**src/rtl/grostl_add_round_const.sv**
```systemverilog
// Groestl AddRoundConstant pipeline stage.
//
// Takes one 512-bit state beat per cycle, XORs in the P or Q round constant
// and presents the result one cycle later to the SubBytes stage. A small FSM
// tracks which round is expected next. It also latches whether the running
// permutation is P or Q. Protocol violations set a sticky err flag.
//
// Ports:
//   clk        - clock; all state updates on its rising edge
//   reset      - asynchronous, active-high reset
//   in_valid   - upstream beat present
//   in_ready   - beat accepted this cycle when in_valid is also high
//   in_first   - beat is round 0 of a new permutation
//   in_is_q    - on a first beat: 1 selects Q constants, 0 selects P
//   din        - state in; byte k is row (k mod 8), column (k div 8)
//   out_valid  - dout holds a valid beat
//   out_ready  - downstream accepts the beat
//   dout       - state after AddRoundConstant, same byte order as din
//   out_round  - round index of the beat on dout
//   out_last   - beat on dout is round NUM_ROUNDS-1
//   err        - sticky protocol error (stray beat or aborted permutation)
module grostl_add_round_const #(
  parameter int unsigned NUM_ROUNDS = 10
) (
  input  logic             clk,
  input  logic             reset,
  input  logic             in_valid,
  output logic             in_ready,
  input  logic             in_first,
  input  logic             in_is_q,
  input  logic [0:63][7:0] din,
  output logic             out_valid,
  input  logic             out_ready,
  output logic [0:63][7:0] dout,
  output logic [3:0]       out_round,
  output logic             out_last,
  output logic             err
);

  localparam logic [3:0] LastRnd = 4'(NUM_ROUNDS - 1);

  typedef enum logic [0:0] {StIdle, StRun} state_e;

  state_e           state_q, state_d;
  logic [3:0]       rnd_q, rnd_d;
  logic             q_q, q_d;
  logic             out_valid_q, out_valid_d;
  logic [0:63][7:0] dout_q, dout_d;
  logic [3:0]       out_round_q, out_round_d;
  logic             out_last_q, out_last_d;
  logic             err_q, err_d;

  logic             accept;
  logic             beat_out;
  logic [3:0]       beat_rnd;
  logic             beat_q;

  // Column j contributes (j << 4) ^ r to row 0 (P) or row 7 (Q); Q also
  // inverts every byte.
  function automatic logic [0:63][7:0] add_rc(input logic [0:63][7:0] s,
                                              input logic [3:0]       r,
                                              input logic             is_q);
    logic [0:63][7:0] res;
    logic [7:0]       c;
    logic [5:0]       idx;
    res = s;
    if (is_q) begin
      for (int unsigned k = 0; k < 64; k++) begin
        res[k] = res[k] ^ 8'hFF;
      end
    end
    for (int unsigned j = 0; j < 8; j++) begin
      c   = {4'(j), 4'h0} ^ {4'h0, r};
      idx = is_q ? 6'(8 * j + 7) : 6'(8 * j);
      res[idx] = res[idx] ^ c;
    end
    return res;
  endfunction

  assign in_ready = !out_valid_q || out_ready;
  assign accept   = in_valid && in_ready;

  always_comb begin
    state_d  = state_q;
    rnd_d    = rnd_q;
    q_d      = q_q;
    err_d    = err_q;
    beat_out = 1'b0;
    beat_rnd = 4'h0;
    beat_q   = q_q;
    if (accept) begin
      if (in_first) begin
        // A new permutation always restarts; if one was running it is lost.
        if (state_q == StRun) begin
          err_d = 1'b1;
        end
        beat_out = 1'b1;
        beat_rnd = 4'h0;
        beat_q   = in_is_q;
        q_d      = in_is_q;
        rnd_d    = 4'h1;
        state_d  = StRun;
      end else if (state_q == StRun) begin
        beat_out = 1'b1;
        beat_rnd = rnd_q;
        beat_q   = q_q;
        if (rnd_q == LastRnd) begin
          rnd_d   = 4'h0;
          state_d = StIdle;
        end else begin
          rnd_d = rnd_q + 4'h1;
        end
      end else begin
        // Continuation beat with no permutation open: swallow it.
        err_d = 1'b1;
      end
    end
  end

  always_comb begin
    out_valid_d = out_valid_q;
    dout_d      = dout_q;
    out_round_d = out_round_q;
    out_last_d  = out_last_q;
    if (beat_out) begin
      out_valid_d = 1'b1;
      dout_d      = add_rc(din, beat_rnd, beat_q);
      out_round_d = beat_rnd;
      out_last_d  = (beat_rnd == LastRnd);
    end else if (out_ready) begin
      out_valid_d = 1'b0;
    end
  end

  always_ff @(posedge clk or posedge reset) begin
    if (reset) begin
      state_q     <= StIdle;
      rnd_q       <= 4'h0;
      q_q         <= 1'b0;
      out_valid_q <= 1'b0;
      dout_q      <= '0;
      out_round_q <= 4'h0;
      out_last_q  <= 1'b0;
      err_q       <= 1'b0;
    end else begin
      state_q     <= state_d;
      rnd_q       <= rnd_d;
      q_q         <= q_d;
      out_valid_q <= out_valid_d;
      dout_q      <= dout_d;
      out_round_q <= out_round_d;
      out_last_q  <= out_last_d;
      err_q       <= err_d;
    end
  end

  assign out_valid = out_valid_q;
  assign dout      = dout_q;
  assign out_round = out_round_q;
  assign out_last  = out_last_q;
  assign err       = err_q;

endmodule

```
**config.mk**
```make
export PLATFORM = sky130hd
export DESIGN_NAME = grostl_add_round_const
export DESIGN_NICKNAME = d
export VERILOG_FILES = /design/src/rtl/grostl_add_round_const.sv
export SDC_FILE = /design/constraint.sdc
export NUM_CORES = 1
export LEC_CHECK = 0
export CAP_MARGIN = 30
export CORE_AREA = 2 2 401 403
export CTS_CLUSTER_DIAMETER = 120
export CTS_CLUSTER_SIZE = 30
export DETAILED_ROUTE_END_ITERATION = 6
export DIE_AREA = 0 0 403 405
export PLACE_DENSITY = 0.41
export SYNTH_ARGS = -nofsm -noshare
export SYNTH_HDL_FRONTEND = slang
export SYNTH_SLANG_ARGS = --single-unit
```
**constraint.sdc**
```tcl
create_clock -name clk -period 25.4 [get_ports clk]
set_input_delay 7.62 -clock clk [delete_from_list [all_inputs] [get_ports clk]]
set_output_delay 7.62 -clock clk [all_outputs]
set_load 0.01 [all_outputs]
```
==> impl_metrics.yaml <==
status:
  status: "completed"
synth:
  ys_seq_area_share_pct: 55.9
  async_flop_share_pct: 100
  synth.cell_area_mm2: 0.0235
  syn_avg_cell_area_um2: 10.4
  synthCells: 2254
  yosysWarnings: 0
  synth-edff-count: 0
  synth-seq-cells: 525
  synth_nets: 2775
  synth_ff_type: "dfrtp_1"
  ys_types: 36
clock_network:
  insertion_delay_ns: 0.65
  h-tree-depth: 1
  cts_tree: "built"
  path_clk_slew_ns: 0.11
  cts_setup_buffers: 0
  cts_root_buffer: "clkbuf_16"
  cts_buffers: 26
  postCtsHoldBufs: 0
  cts.sink_count: 525
  cts_resized: 0
  clockBufferDepth: 3
setup_path:
  crit_slowest_cell: "clkdlybuf4s50_1"
  worst_path_most_repeated_cell: "clkdlybuf4s50_1"
  slowest_delay_ns: 0.62
  worstSetupStartpointType: "input port"
  end_kind: "primary output"
  crit_buf_inv: 2
  required_ns: 17.78
  crit_family: "buffers and inverters"
  reg2reg_slack_ns: 19.62
  critPathKind: "input port to primary output"
  cp_max_fo: 10
  path_cells: "clkdlybuf4s50_1, nand2b_1, clkdlybuf4s50_1"
  crit_arrival_ns: 9.04
placed_design:
  dp_hpwl_um: 81300
  gp_congestion: 0.768
  portBuffers: 1037
timing:
  finalSetupViolCount: 0
  period_share_pct: 65.6
  worstMarginPinSlew_ns: 0.980
  maxSlewHeadroom_pct: 34.6
  grt_setup_unrepaired: "no"
  setup_tns_ns: 0
  drv_slew: 0
  finClkSkew_ns: 0.0309
  fmax_ghz: 0.0600
  layout_min_cycle_time_ns: 16.66
  finalHoldViolCount: 0
floorplan:
  initial_core_util_pct: 14.7
  die_h_um: 405
  core.rowCount: 147
  dieWidth_um: 403
  die_area_mm2: 0.163
  core_area_mm2: 0.159
  boundaryPins: 1038
routing:
  totalWireLength_um: 105000
  drc: 0
  final_antenna_net_count: 0
  drtPass1Iterations: 4
  viasPerCell: 3.50
  drt_iter0_drc: 826
  drt-wirelength-per-cell_um: 19.8
  vias: 18600
pwr:
  total_power_mw: 2.96
  power_density_mw_per_mm2: 80.5
  cellLeakagePower_nw: 14.1
  ir_worst_vdd_v: 0.0000477
final_layout:
  final_layout_size_suffix_gt1_share_pct: 3.43
  final_common_cell: "clkdlybuf4s50_1"
  layout_common_cells: "clkdlybuf4s50_1 (1037), dfrtp_1 (525), nand2_1 (510)"
  fillers: 17300
  fin_nets: 3709
  layout-area-overhead-vs-synth_pct: 56.6
grt:
  overflow: 0
  track_usage_pct: 12.4
  grt_pass1_vias: 19000
  grt_pass1_wl_um: 147000
  antenna_found_initial: 24
  grt_start_max_net_pins: 115
flow_run:
  drv_cap: 0
hold_path:
  hp-class: "flip-flop to flip-flop"
Yosys cell counts (4+ instances only):
cell,number,area [µm²]
dfrtp_1,525,13100
nand2_1,510,1910
xnor2_1,488,4270
o21ai_1,303,1520
o21ai_0,204,1020
buf_2,62,310
clkbuf_1,55,206
buf_8,30,450
buf_4,14,105
mux2_2,12,135
buf_6,5,56.3
inv_1,5,18.8
nand3_1,4,20.0
through the flow:
| step | utilization (%) | instance area [µm²] | worst slack (ns) | cells | hold WS, ns |
|---|---|---|---|---|---|
| after detailed placement | 22.4 | 35700 | 8.71 | 5243 | 0.469 |
| after global routing | 23.1 | 36800 | 8.63 | 5302 | 0.512 |
| after global placement | 22.3 | 35600 | 8.74 | 5237 | 0.460 |
| final | 23.1 | 36800 | 8.74 | 5305 | 0.486 |
| after CTS | 23.0 | 36700 | 8.71 | 5289 | 0.495 |
| after floorplan | - | 23500 | 3.11 | 2254 | 0.475 |
sequential cells by signal (all words and copies together), names as in the netlist:
| register | count |
|---|---|
| dout | 512 |
| out_valid | 1 |
| out_last | 1 |
| err | 1 |
| out_round | 4 |
| state_q | 1 |
| q_q | 1 |
| rnd_q | 4 |
where the power goes:
| group | switching [mW] | leakage, nW | internal (mW) |
|---|---|---|---|
| logic | 0.588 | 7.22 | 0.629 |
| registers | 0.126 | 6.44 | 1.05 |
| clock network | 0.345 | 0.456 | 0.226 |
| total | 1.06 | 14.1 | 1.90 |
cell type report:
type / count / area [µm²] / area share, %
Antenna cell: 13 / 32.5 / 0.0884
Clock buffer: 29 / 703 / 1.91
Clock inverter: 17 / 233 / 0.633
Inverter: 5 / 26.3 / 0.0714
Multi-Input combinational cell: 1555 / 9220 / 25.1
Sequential cell: 525 / 13100 / 35.7
Tap cell: 2086 / 2610 / 7.09
Timing Repair Buffer: 1075 / 10800 / 29.4
worst reg2reg max path: cells and delay by family (launching register included):
kind	cells	cell delay, ns
buffers and inverters	4	3.17
AND/OR/NAND/NOR	3	1.60
flip-flops	1	0.53
XOR/XNOR	1	0.28
AO/OA/AOI/OAI	1	0.07
cells by family after synthesis:
logic type,after synthesis,synth area share [%]
AND/OR/NAND/NOR,533,8.75
AO/OA/AOI/OAI,519,11.3
multiplexers,12,0.575
buffers and inverters,174,5.14
adder cells (fa/ha/maj),3,0.160
flip-flops,525,55.9
XOR/XNOR,488,18.2
worst paths after layout:
| kind | endpoint | startpoint | depth (start not counted) |
|---|---|---|---|
| setup / recovery | in_ready | out_ready | 3 |
| hold / removal | dout[18] | dout[18] | 2 |
| setup reg to reg | dout[243] | out_valid | 9 |
| hold reg to reg | dout[18] | dout[18] | 2 |
| max in group asynchronous | dout[263] | reset | 5 |
| min in group asynchronous | dout[36] | reset | 2 |
metal layers:
layer	track usage, %	vias up	part of all wire (%)	routed length [µm]
met5	0	-	0.076	80
met4	3.29	12	2.2	2260
met3	3.66	78	7.8	8150
met2	21.5	570	50	52300
met1	14.8	8819	40	42200
li1	-	9115	-	-
Note: power is estimated with default switching activity, not from simulation.
